<file path="src/rtl/alu_issue_ctrl.sv">
// rtl/alu_issue_ctrl.sv - request/response sequencer driving a combinational ALU, with MUL done as repeated adds
//
// Ports:
//   clk, reset               rising-edge clock, asynchronous active-high reset
//   req_valid/req_ready      command handshake; req_cmd/req_a/req_b sampled on acceptance
//   rsp_valid/rsp_ready      response handshake; rsp_data/rsp_z/rsp_err held stable while pending
//   alu_ain/alu_bin/alu_op   registered drive to the ALU (00 add, 01 sub, 10 and, 11 not-B)
//   alu_out/alu_z            ALU result and zero flag, same cycle
//   busy                     high whenever a command is in flight or its response is pending
module alu_issue_ctrl #(
    parameter int DATA_WIDTH = 16
) (
    input  logic                  clk,
    input  logic                  reset,
    input  logic                  req_valid,
    output logic                  req_ready,
    input  logic [2:0]            req_cmd,
    input  logic [DATA_WIDTH-1:0] req_a,
    input  logic [DATA_WIDTH-1:0] req_b,
    output logic                  rsp_valid,
    input  logic                  rsp_ready,
    output logic [DATA_WIDTH-1:0] rsp_data,
    output logic                  rsp_z,
    output logic                  rsp_err,
    output logic [DATA_WIDTH-1:0] alu_ain,
    output logic [DATA_WIDTH-1:0] alu_bin,
    output logic [1:0]            alu_op,
    input  logic [DATA_WIDTH-1:0] alu_out,
    input  logic                  alu_z,
    output logic                  busy
);

    localparam logic [2:0] CMD_ADD = 3'b000;
    localparam logic [2:0] CMD_SUB = 3'b001;
    localparam logic [2:0] CMD_AND = 3'b010;
    localparam logic [2:0] CMD_MVN = 3'b011;
    localparam logic [2:0] CMD_CMP = 3'b100;
    localparam logic [2:0] CMD_MUL = 3'b101;

    localparam logic [DATA_WIDTH-1:0] ZERO = '0;
    localparam logic [DATA_WIDTH-1:0] ONE  = {{(DATA_WIDTH-1){1'b0}}, 1'b1};

    typedef enum logic [1:0] {
        IDLE = 2'd0,
        EXEC = 2'd1,
        MULT = 2'd2,
        RESP = 2'd3
    } state_t;

    state_t                state;
    state_t                state_nxt;
    logic [DATA_WIDTH-1:0] cnt;
    logic                  is_cmp;
    logic                  accept;

    assign accept = req_valid && (state == IDLE);

    always_ff @(posedge clk or posedge reset) begin
        if (reset) begin
            state <= IDLE;
        end else begin
            state <= state_nxt;
        end
    end

    always_comb begin
        state_nxt = state;
        req_ready = 1'b0;
        rsp_valid = 1'b0;
        busy      = 1'b1;
        case (state)
            IDLE: begin
                req_ready = 1'b1;
                busy      = 1'b0;
                if (req_valid) begin
                    case (req_cmd)
                        CMD_ADD, CMD_SUB, CMD_AND, CMD_MVN, CMD_CMP: state_nxt = EXEC;
                        CMD_MUL: state_nxt = (req_b != ZERO) ? MULT : RESP;
                        default: state_nxt = RESP;
                    endcase
                end
            end
            EXEC: state_nxt = RESP;
            MULT: begin
                if (cnt == ONE) begin
                    state_nxt = RESP;
                end
            end
            RESP: begin
                rsp_valid = 1'b1;
                if (rsp_ready) begin
                    state_nxt = IDLE;
                end
            end
            default: state_nxt = IDLE;
        endcase
    end

    always_ff @(posedge clk or posedge reset) begin
        if (reset) begin
            alu_ain  <= '0;
            alu_bin  <= '0;
            alu_op   <= 2'b00;
            cnt      <= '0;
            is_cmp   <= 1'b0;
            rsp_data <= '0;
            rsp_z    <= 1'b0;
            rsp_err  <= 1'b0;
        end else begin
            case (state)
                IDLE: begin
                    if (accept) begin
                        is_cmp <= (req_cmd == CMD_CMP);
                        case (req_cmd)
                            CMD_ADD, CMD_SUB, CMD_AND, CMD_MVN: begin
                                alu_ain <= req_a;
                                alu_bin <= req_b;
                                alu_op  <= req_cmd[1:0];
                            end
                            CMD_CMP: begin
                                alu_ain <= req_a;
                                alu_bin <= req_b;
                                alu_op  <= 2'b01;
                            end
                            CMD_MUL: begin
                                if (req_b != ZERO) begin
                                    // Accumulator starts at zero; multiplicand rides on Bin.
                                    alu_ain <= '0;
                                    alu_bin <= req_a;
                                    alu_op  <= 2'b00;
                                    cnt     <= req_b;
                                end else begin
                                    rsp_data <= '0;
                                    rsp_z    <= 1'b1;
                                    rsp_err  <= 1'b0;
                                end
                            end
                            default: begin
                                rsp_data <= '0;
                                rsp_z    <= 1'b0;
                                rsp_err  <= 1'b1;
                            end
                        endcase
                    end
                end
                EXEC: begin
                    // CMP only reports the flag; the data word echoes operand A.
                    rsp_data <= is_cmp ? alu_ain : alu_out;
                    rsp_z    <= alu_z;
                    rsp_err  <= 1'b0;
                end
                MULT: begin
                    alu_ain <= alu_out;
                    cnt     <= cnt - ONE;
                    if (cnt == ONE) begin
                        rsp_data <= alu_out;
                        rsp_z    <= alu_z;
                        rsp_err  <= 1'b0;
                    end
                end
                default: begin
                end
            endcase
        end
    end

endmodule

</file>
<file path="config.mk">
export PLATFORM = sky130hd
export DESIGN_NAME = alu_issue_ctrl
export DESIGN_NICKNAME = d
export VERILOG_FILES = /design/src/rtl/alu_issue_ctrl.sv
export SDC_FILE = /design/constraint.sdc
export NUM_CORES = 1
export LEC_CHECK = 0
export BUFFER_PORTS_ARGS = -buffer_cell sky130_fd_sc_hd__buf_4
export CORE_ASPECT_RATIO = 2
export CORE_MARGIN = 2
export CORE_UTILIZATION = 48
export CTS_BUF_LIST = sky130_fd_sc_hd__clkbuf_16
export CTS_CLUSTER_SIZE = 20
export DETAILED_ROUTE_END_ITERATION = 10
export MAX_ROUTING_LAYER = met4
export PLACE_DENSITY = 0.74
export SYNTH_ARGS = -nofsm -noshare
export SYNTH_HDL_FRONTEND = slang
export SYNTH_SLANG_ARGS = --single-unit
export TNS_END_PERCENT = 30
</file>
<file path="constraint.sdc">
create_clock -name clk -period 2.4 [get_ports clk]
set_input_delay 0.48 -clock clk [delete_from_list [all_inputs] [get_ports clk]]
set_output_delay 0.48 -clock clk [all_outputs]
set_load 0.01 [all_outputs]
</file>
* After elaboration in Yosys (flattened, before gate mapping) *
Index checks and enable logic that the tools add are counted.

storage, ports and cells
  register bits = 71
  input port bits = 56
  logic and storage cells = 84

cells by class
  add/sub/neg operators = 1
  equal/unequal tests = 20
  mux-type cells = 37
  reduce and logical (&&, ||, !) cells = 17

operators with widths
  cell                   count
  $mux 16                10
  $pmux 16 s2            5
  $pmux 16 s3            1
  $eq 16x1->1 const B    1
  $reduce_and 4->1       4
  $reduce_bool 16->1     1
  $sub 16x1->16 const B  1
  $ne 2x2->1 const B     6
  $mux 1                 10
  $mux 2                 4
  $pmux 2 s4             1
  $eq 3x2->1 const B     2
  $eq 3x3->1 const B     2
  $ne 3x3->1 const B     2
  $pmux 1 s3             2
  $pmux 2 s3             1
  $reduce_bool 3->1      2
  $reduce_and 5->1       1
  $reduce_or 5->1        1
  $eq 2x2->1 const B     2
  $ne 2x1->1 const B     2
  $pmux 1 s2             2
  $pmux 2 s2             1
  $reduce_bool 2->1      2
  9 further kinds        9

* Longest topological paths before layout *
Gate-level depths: netlist of the first run.

  word-level depth = 5
  depth in mapped cells = 9
  gate-level depth less buffers = 7

* Worst setup path after synthesis of the first run *
Ideal clock, no wire load.

  path type = reg-to-reg
  start = reg state[0]
  end = reg cnt[2]
  arrival = 1961 ps
  setup slack = 316 ps
  stages on the path, launching flop included = 10
  clock period less this slack = 2084 ps
  cell sequence = dfrtp_1 -> inv_1 -> ha_1 -> buf_2 -> nand2b_1 -> buf_2 -> a21o_1 -> o21ai_0 -> a21oi_1 -> o221a_2

between the ends
  longest elaborated chain between the ends = 4
  elaborated cells on any way between the ends = 9
  those cells by class = eq/ne (4); mux (1); reduce/logical (4)

RTL lines
  item                        line     RTL
  from (decl)                 50       state_t state;
  from (signal assigned)      62       state <= state_nxt;
  $logic_not 2->1             56, 110
  $logic_and 1x1->1           56       assign accept = req_valid && (state == IDLE);
  $ne 2x2->1 (no line)        -
  $reduce_and 4->1 (no line)  -
  to (signal assigned)        131      cnt <= req_b;
  to (signal assigned)        154      cnt <= cnt - ONE;
  to (decl)                   52       logic [DATA_WIDTH-1:0] cnt;

Parallel ways exist; a longest one is shown, timed or not.
A chain may end at the register's enable or synchronous reset.

* Worst setup path after layout of the first run *
  start = reg state[0]
  end = reg cnt[13]

Same word-level chain as after synthesis.

==> flow_summary.json, run 1 <==
{
  "drive_gt1_frac": 0.346,
  "outcome": "complete, no violations",
  "drv_slew": 0,
  "drtIter0Drc": 275,
  "hold_ws_ps": 177,
  "drt_first_pass_iters": 6,
  "power_leakage_uw": 0.00267,
  "finalSetupTns_ps": 0,
  "cts.path.max_buffers": 2,
  "max_freq_mhz": 440,
  "grt_pass1_wl_mm": 20.8,
  "grt_util_all_layers": 0.295,
  "io_pins": 111,
  "avgViaCountPerCell": 6.05,
  "gp_routability_congestion": 0.935,
  "grt-ovfl-total": 0,
  "end_kind": "flop",
  "cts_sinks": 71,
  "final_hold_viol_count": 0,
  "coreArea_um2": 8290,
  "crit_fanout": 19,
  "post-place-ws_ps": 123,
  "postPlaceCellArea_um2": 5170,
  "r2r_setup_slack_ps": 130,
  "finalInstanceArea_um2": 5460,
  "synth_cells": 439,
  "max_stage_delay_ps": 410,
  "synth_compound_area_frac": 0.199,
  "htreeDepth": 3,
  "yosys.area_share.simple": 0.165,
  "vdd_ir_drop_max_v": 0.000760,
  "drc": 0,
  "critPathSlowestCell": "dfrtp_1",
  "synth-edff-count": 0,
  "pwr-share-clk": 0.180,
  "nets": 623,
  "power_frac_comb": 0.510,
  "grt_pass1_vias": 3960,
  "cts_tree": "done",
  "reg2reg_from": "state[0]",
  "grt_start_max_net_pins": 36,
  "cp_cell_sequence": "inv_1 -> ha_2 -> nand2b_1 -> buf_4 -> a21boi_1 -> buf_4 -> buf_4 -> o21ai_0 -> o21ai_0",
  "p_sw_uw": 2930,
  "numCtsBuffers": 9,
  "port_buffers": 110,
  "worst_slew_pin_slew_ps": 1080,
  "cap_viol_max_count": 0,
  "synth_fa_ha_area_frac": 0.0183,
  "synthFlopType": "dfrtp_1",
  "area.growth.synth_to_final_pct": 33.2,
  "finalPower_uw": 7190,
  "setup_slack_ps": 125,
  "antennaDiodeCount": 0,
  "seqPwrFrac": 0.310,
  "drtAntennaViolNets": 0,
  "synth_xor_area_frac": 0,
  "cp.arrival_ps": 2490,
  "initial_core_util": 0.494,
  "mostFrequentLayoutCell": "buf_4",
  "maxSlewHeadroom": 0.279,
  "p_per_area_nw_per_um2": 1320,
  "synthMuxAreaShare": 0.137,
  "seq_area_frac_synth": 0.434,
  "antenna_found_initial": 0,
  "synth_cell_types": 52,
  "clk_pin_slew_ps": 60,
  "syn_area_per_cell_um2": 9.33,
  "start_kind": "flop",
  "power.internal_uw": 4260,
  "vias": 4019,
  "ys_ff_latch": 71,
  "async_reset_ff_frac": 1.00,
  "synth_top_family_by_area": "compound AO/OA/AOI/OAI gates",
  "fin_crit_ps": 2270,
  "die_area_um2": 9340,
  "synth_warnings": 0,
  "rows": 47,
  "r2r_end": "cnt[13]",
  "hpwl_mm": 9.98,
  "setup_viol": 0,
  "totalWireLength_mm": 13.3,
  "syn_area_um2": 4100,
  "fp.dieW_um": 69.3,
  "critical_path_required_ps": 2610,
  "die_h_um": 135,
  "postCtsSetupBuffers": 0,
  "rsz0062_at_grt": "no",
  "fin_crit_sh": 0.948,
  "skew_ps": 4.48,
  "syn-num-nets": 501,
  "r2r_cells": 9,
  "mostFrequentLayoutCells": "buf_4 (138), dfrtp_1 (71), o21ai_0 (57), nor2_1 (37), nand2_1 (34)",
  "wl_per_cell_um": 20.0,
  "switching_share": 0.408,
  "path_class": "flop to flop",
  "insertion_delay_ps": 340,
  "root_buffer": "clkbuf_16",
  "cpMostUsedCell": "buf_4",
  "min_path_type": "primary input to async pin"
}
-- synth_stat cells, drive strengths merged, types with 5 or more instances --
cell type / number / area, µm²
dfrtp: 71 / 1780
o21ai: 57 / 285
nor2: 38 / 150
nand2: 34 / 128
mux2: 31 / 383
a22oi: 27 / 203
nand3: 23 / 115
a21oi: 19 / 95.1
clkbuf: 18 / 68.8
inv: 18 / 67.6
mux2i: 18 / 180
buf: 11 / 57.6
nor3: 7 / 35.0
ha: 6 / 75.1
nor4: 6 / 43.8
and3: 5 / 31.3
-- state kept, by name, summed over array words and instances, names as in the netlist --
signal    count
alu_ain      16
is_cmp        1
rsp_err       1
rsp_z         1
alu_op        2
cnt          16
rsp_data     16
state         2
alu_bin      16
-- layout make-up --
| type | count | area (µm²) |
|---|---|---|
| clock buffer | 9 | 225 |
| clock inverter | 7 | 56.3 |
| fill | 671 | 2830 |
| inverter | 18 | 67.6 |
| multi-input combinational | 321 | 2130 |
| sequential | 71 | 1780 |
| tap | 98 | 123 |
| timing repair buffer | 140 | 1080 |
-- what timing repair did --
item                                   4_1_cts  5_1_grt
endpoints found under the hold margin        0        0
setup endpoints to repair                    0        1
resized for setup                            0        1
hold buffers                                 0        0
-- how the worst max path moves through the flow --
stage                         from          to  slack [ps]
final                     state[0]     cnt[13]         130
after floorplan              reset  alu_ain[0]         120
after global routing      state[0]     cnt[14]           2
after detailed placement  req_b[0]  alu_ain[4]         120
after CTS                 state[0]     cnt[13]         160
after global placement    req_b[0]  alu_ain[4]          90
-- power groups by stage --
stage                     Combinational, µW  Clock, µW  Sequential [µW]
after floorplan                        2160          0             2210
after global placement                 3560          0             2210
after detailed placement               3650          0             2220
after CTS                              3670       1310             2210
after global routing                   3980       1360             2290
final                                  3670       1300             2230
-- worst max-delay path: cells and delay by family, from the launching register on --
kind                     cells  cell delay [ps]
buffers and inverters        4              740
adder cells (fa/ha/maj)      1              380
AO/OA/AOI/OAI                3              450
AND/OR/NAND/NOR              1              170
flip-flops                   1              410
-- cell families after synthesis --
| logic type | after synthesis |
|---|---|
| DFF | 71 |
| buffers and inverters | 47 |
| AOI/OAI and AO/OA | 131 |
| adders and majority gates | 6 |
| muxes | 49 |
| and+or+nand+nor | 135 |
-- metal layers --
metal / GRT usage / routed length (µm)
met4: 0.156 / 592
met2: 0.529 / 7380
met3: 0.0388 / 577
met1: 0.311 / 4730
met5: - / 0
-- per-stage QoR --
stage | instances | util
final | 664 | 0.658
after global routing | 664 | 0.658
after CTS | 664 | 0.658
after detailed placement | 648 | 0.624
after global placement | 648 | 0.624
after floorplan | 439 | -
(Power assumes the default switching activity.)
==> run 2, diff against run 1 <==
--- a/config.mk
+++ b/config.mk
@@ -8,12 +8,12 @@
 export BUFFER_PORTS_ARGS = -buffer_cell sky130_fd_sc_hd__buf_4
 export CORE_ASPECT_RATIO = 2
 export CORE_MARGIN = 2
-export CORE_UTILIZATION = 48
+export CORE_UTILIZATION = 53
 export CTS_BUF_LIST = sky130_fd_sc_hd__clkbuf_16
 export CTS_CLUSTER_SIZE = 20
 export DETAILED_ROUTE_END_ITERATION = 10
 export MAX_ROUTING_LAYER = met4
-export PLACE_DENSITY = 0.74
+export PLACE_DENSITY = 0.77
 export SYNTH_ARGS = -nofsm -noshare
 export SYNTH_HDL_FRONTEND = slang
 export SYNTH_SLANG_ARGS = --single-unit
==> constraint.sdc (replaced) <==
create_clock -name clk -period 2.3 [get_ports clk]
set_input_delay 0.46 -clock clk [delete_from_list [all_inputs] [get_ports clk]]
set_output_delay 0.46 -clock clk [all_outputs]
set_load 0.01 [all_outputs]
==> run 2 against run 1 <==
Against the previous run:
- register-to-register slack better by 40 ps
- largest power group unchanged
- non-clock buffer count grew 2
- flip-flop and latch count unchanged
- via count is 1.5% higher
- die area down 9.0%
- sequential share of layout area is 0.30 points lower
- first-iteration DRC count increased by 33%
- clock power grew 13%
- core utilization up 7.2 points
- worst hold slack worse by 75 ps
- highest routed layer unchanged
- setup slack gained 39 ps
- global-route usage is 2.7 points higher
==> flow_summary.json, run 2 (synthesis gave the netlist of run 1 again) <==
{
  "outcome": "complete, no violations",
  "grt_pass1_wl_mm": 19.7,
  "cp_cell_sequence": "inv_1 -> ha_1 -> nand2_1 -> a21oi_1 -> buf_4 -> a21oi_1 -> or4_1 -> o211ai_1",
  "cp.arrival_ps": 2390,
  "setup_viol": 0,
  "cap_viol_max_count": 0,
  "antennaDiodeCount": 0,
  "cpMostUsedCell": "a21oi_1",
  "power_frac_comb": 0.504,
  "grt-ovfl-total": 0,
  "coreArea_um2": 7540,
  "grt_pass1_vias": 3860,
  "start_kind": "flop",
  "drt_first_pass_iters": 6,
  "numCtsBuffers": 9,
  "critical_path_required_ps": 2550,
  "crit_fanout": 7,
  "area.growth.synth_to_final_pct": 34.4,
  "p_per_area_nw_per_um2": 1390,
  "drive_gt1_frac": 0.349,
  "io_pins": 111,
  "fin_crit_ps": 2140,
  "root_buffer": "clkbuf_16",
  "initial_core_util": 0.543,
  "drv_slew": 0,
  "gp_routability_congestion": 0.943,
  "seqPwrFrac": 0.303,
  "htreeDepth": 3,
  "setup_slack_ps": 164,
  "final_hold_viol_count": 0,
  "nets": 625,
  "wl_per_cell_um": 19.6,
  "end_kind": "flop",
  "rsz0062_at_grt": "no",
  "totalWireLength_mm": 13.0,
  "die_area_um2": 8490,
  "grt_start_max_net_pins": 36,
  "insertion_delay_ps": 340,
  "switching_share": 0.401,
  "cts_sinks": 71,
  "rows": 45,
  "finalSetupTns_ps": 0,
  "drtAntennaViolNets": 0,
  "antenna_found_initial": 0,
  "max_stage_delay_ps": 410,
  "pwr-share-clk": 0.192,
  "maxSlewHeadroom": 0.271,
  "fp.dieW_um": 66.2,
  "fin_crit_sh": 0.929,
  "path_class": "flop to flop",
  "min_path_type": "primary input to async pin",
  "cts_tree": "done",
  "drc": 0,
  "avgViaCountPerCell": 6.16,
  "clk_pin_slew_ps": 60,
  "die_h_um": 128,
  "post-place-ws_ps": 2.44,
  "grt_util_all_layers": 0.322,
  "vias": 4078,
  "mostFrequentLayoutCells": "buf_4 (139), dfrtp_1 (71), o21ai_0 (56), nor2_1 (37), nand2_1 (34)",
  "drtIter0Drc": 365,
  "critPathSlowestCell": "or4_1",
  "power_leakage_uw": 0.00268,
  "mostFrequentLayoutCell": "buf_4",
  "worst_slew_pin_slew_ps": 1090,
  "port_buffers": 110,
  "skew_ps": 7.50,
  "power.internal_uw": 4580,
  "finalPower_uw": 7650,
  "p_sw_uw": 3070,
  "cts.path.max_buffers": 2,
  "vdd_ir_drop_max_v": 0.000802,
  "hpwl_mm": 9.82,
  "max_freq_mhz": 468
}
-- run 2: cell count changes in the layout (fill, tap and decap cells not counted), sizes merged --
cell and delta:
clkinvlp +2, buf +2, inv -2, clkinv -1
bufinv +1
-- run 2: routing by layer --
metal | GRT usage | part of all wire | vias up
li1 | - | - | 1853
met1 | 0.343 | 0.36 | 2008
met2 | 0.576 | 0.56 | 181
met3 | 0.0428 | 0.043 | 36
met4 | 0.144 | 0.039 | 0
met5 | - | 0 | -
-- run 2: path summary, 6_finish.rpt --
check                       startpoint  slack (ps)     endpoint  cells past startpoint
max reg2reg                   state[0]         160       cnt[4]                      8
min in group clk            req_cmd[1]         410    alu_op[1]                      3
max                           state[0]         160       cnt[4]                      8
min                              reset         100  alu_ain[14]                      2
min reg2reg                alu_bin[13]         490  alu_bin[13]                      2
max in group asynchronous        reset        1630  rsp_data[9]                      3
-- run 2: what timing repair did --
action	in CTS	in global routing
setup endpoints to repair	0	1
buffers inserted	0	0
resized for setup	0	1
endpoints found under the hold margin	0	0
hold buffers	0	0
-- run 2: power by group through the flow --
stage	Combinational [µW]	Clock [µW]	Sequential (µW)
6_report	3860	1470	2320
5_1_grt	4190	1530	2360
4_1_cts	3860	1480	2300
3_5_place_dp	3810	0	2310
3_3_place_gp	3720	0	2290
2_1_floorplan	2250	0	2310
-- run 2: area by class of cell --
cell class              instances  area (µm²)
multi-input cells             321        2130
fillers                       621        2040
flip-flops and latches         71        1780
repair buffers                142        1100
clock buffers                   9         225
well taps                      94         118
clock inverters                 7        87.6
inverters                      18        67.6
-- run 2: through the flow --
stage / instances / util / instance area (µm²) / hold WS (ps)
after CTS: 662 / 0.730 / 5510 / 98.6
final: 662 / 0.730 / 5510 / 102
after floorplan: 439 / - / 4100 / 464
after detailed placement: 646 / 0.689 / 5190 / 459
after global placement: 646 / 0.689 / 5190 / 452
after global routing: 662 / 0.730 / 5510 / 124
-- run 2: critical path: cells and delay by family, from the launching register on --
family,cells,cell delay [ps]
adder cells (fa/ha/maj),1,310
AND/OR/NAND/NOR,2,630
buffers and inverters,2,270
flip-flops,1,400
AO/OA/AOI/OAI,3,440
==> run 3, diff against run 2 <==
--- a/config.mk
+++ b/config.mk
@@ -6,14 +6,17 @@
 export NUM_CORES = 1
 export LEC_CHECK = 0
 export BUFFER_PORTS_ARGS = -buffer_cell sky130_fd_sc_hd__buf_4
+export CELL_PAD_IN_SITES_DETAIL_PLACEMENT = 1
+export CELL_PAD_IN_SITES_GLOBAL_PLACEMENT = 1
 export CORE_ASPECT_RATIO = 2
 export CORE_MARGIN = 2
-export CORE_UTILIZATION = 53
+export CORE_UTILIZATION = 40
 export CTS_BUF_LIST = sky130_fd_sc_hd__clkbuf_16
 export CTS_CLUSTER_SIZE = 20
 export DETAILED_ROUTE_END_ITERATION = 10
 export MAX_ROUTING_LAYER = met4
-export PLACE_DENSITY = 0.77
+export PLACE_DENSITY = 0.78
+export SETUP_SLACK_MARGIN = 0.3
 export SYNTH_ARGS = -nofsm -noshare
 export SYNTH_HDL_FRONTEND = slang
 export SYNTH_SLANG_ARGS = --single-unit
==> run 3 against run 2 <==
Against the previous run:
- flip-flop and latch count unchanged
- core utilization down 15 points
- sequential power about the same
- setup slack better by 160 ps
- fmax up 8.2%
- critical endpoint is now rsp_data[8]
- largest cell class unchanged
- largest power group unchanged
==> flow_summary.json, run 3 (synthesis gave the netlist of run 1 again) <==
{
  "mostFrequentLayoutCells": "buf_4 (152), dfrtp_1 (69), o21ai_0 (49), nor2_1 (36), nand2_1 (33)",
  "drtAntennaViolNets": 0,
  "die_area_um2": 11100,
  "fp.dieW_um": 75.6,
  "min_path_type": "primary input to async pin",
  "crit_buf_inv": 1,
  "antennaDiodeCount": 0,
  "totalWireLength_mm": 15.1,
  "cts_tree": "done",
  "fill_cells": 1218,
  "topRoutingLayerUsed": "met4",
  "end_kind": "flop",
  "area.growth.synth_to_final_pct": 41.4,
  "cts_sinks": 71,
  "rsz0062_at_grt": "yes",
  "vias": 4172,
  "drc": 0,
  "cp.arrival_ps": 2190,
  "power_leakage_uw": 0.00277,
  "insertion_delay_ps": 340,
  "avgViaCountPerCell": 5.80,
  "io_pins": 111,
  "critical_path_required_ps": 2520,
  "die_h_um": 147,
  "grt_start_max_net_pins": 46,
  "htreeDepth": 3,
  "post-place-ws_ps": -162,
  "grt-ovfl-total": 0,
  "finish.utilization": 0.578,
  "grt_pass1_wl_mm": 23.2,
  "cpLargestDelayFamily": "simple AND/OR/NAND/NOR gates",
  "wl_met3_um": 486,
  "skew_ps": 11.9,
  "max_freq_mhz": 507,
  "numCtsBuffers": 9,
  "max_stage_delay_ps": 430,
  "cp_cell_sequence": "or3_4 -> nor2_4 -> a41o_4 -> nand4_4 -> buf_12 -> mux2_4",
  "initial_core_util": 0.409,
  "mostFrequentLayoutCell": "buf_4",
  "root_buffer": "clkbuf_16",
  "antenna_found_initial": 0,
  "final_hold_viol_count": 0,
  "drtIter0Drc": 205,
  "setup_viol": 0,
  "drt_first_pass_iters": 5,
  "fin_crit_ps": 1970,
  "rows": 52,
  "drive_gt1_frac": 0.402,
  "drt-met1-wl_mm": 5.43,
  "worst_slew_pin_slew_ps": 804,
  "gp_routability_congestion": 0.944,
  "fin_crit_sh": 0.858,
  "maxSlewHeadroom": 0.464,
  "clk_pin_slew_ps": 60,
  "crit_fanout": 11,
  "coreArea_um2": 10000,
  "start_kind": "flop",
  "met2_length_mm": 8.54,
  "cts.path.max_buffers": 2,
  "hold_buffers": 0,
  "port_buffers": 110,
  "path_class": "flop to flop",
  "wl_per_cell_um": 21.0,
  "final_cell_count_no_fill": 719,
  "drv_slew": 0,
  "vdd_ir_drop_max_v": 0.000754,
  "grt_pass1_vias": 4361,
  "critPathSlowestCell": "or3_4",
  "cap_viol_max_count": 0,
  "outcome": "complete, no violations",
  "hpwl_mm": 11.4,
  "cp_num_cells": 6,
  "setup_slack_ps": 327,
  "nets": 641,
  "grt_util_all_layers": 0.288,
  "p_per_area_nw_per_um2": 1390,
  "r2r_cells": 6,
  "dp.cells": 694
}
==> run 3: through the flow <==
step	hold WS (ps)	power [µW]	area, µm²	setup TNS [ps]
2_1_floorplan	464	4560	4100	0
3_3_place_gp	466	6170	5300	-1400
3_5_place_dp	475	6370	5300	-3070
4_1_cts	206	7880	5660	0
5_1_grt	222	8560	5800	0
6_report	192	8060	5800	0
==> run 3: worst min-delay path: stages <==
cell and delay, ps:
buf_4 120, clkinvlp_4 80, buf_12 240
==> run 3: per-layer routing <==
metal | global-route usage | vias to the layer above
met5 | - | -
met4 | 0.134 | 0
met3 | 0.0377 | 48
met2 | 0.498 | 144
met1 | 0.313 | 2094
li1 | - | 1886
==> run 3: report_power, final <==
group	internal, µW	switching (µW)
registers	1800	535
logic	2100	2250
clock network	830	542
total	4730	3330
==> run 3: area by class of cell <==
| type | count | area (µm²) | area share |
|---|---|---|---|
| clock buffer | 9 | 225 | 0.0389 |
| tap | 135 | 169 | 0.0291 |
| inverter | 18 | 71.3 | 0.0123 |
| timing repair buffer | 158 | 1240 | 0.215 |
| clock inverter | 7 | 62.6 | 0.0108 |
| sequential | 71 | 1780 | 0.307 |
| multi-input combinational | 321 | 2240 | 0.387 |
==> run 3: worst paths after layout <==
check / from / slack, ps / to
setup reg to reg: cnt[10] / 330 / rsp_data[8]
hold reg to reg: alu_bin[9] / 490 / alu_bin[9]
setup / recovery: cnt[10] / 330 / rsp_data[8]
min in group clk: req_a[11] / 430 / alu_bin[11]
max in group asynchronous: reset / 1770 / state[0]
hold / removal: reset / 190 / cnt[0]
==> run 3: timing repair <==
action                     4_1_cts  5_1_grt
pin swaps                        2        2
gates resized for setup         16       23
setup buffers                    1        8
setup endpoints to repair       47       45
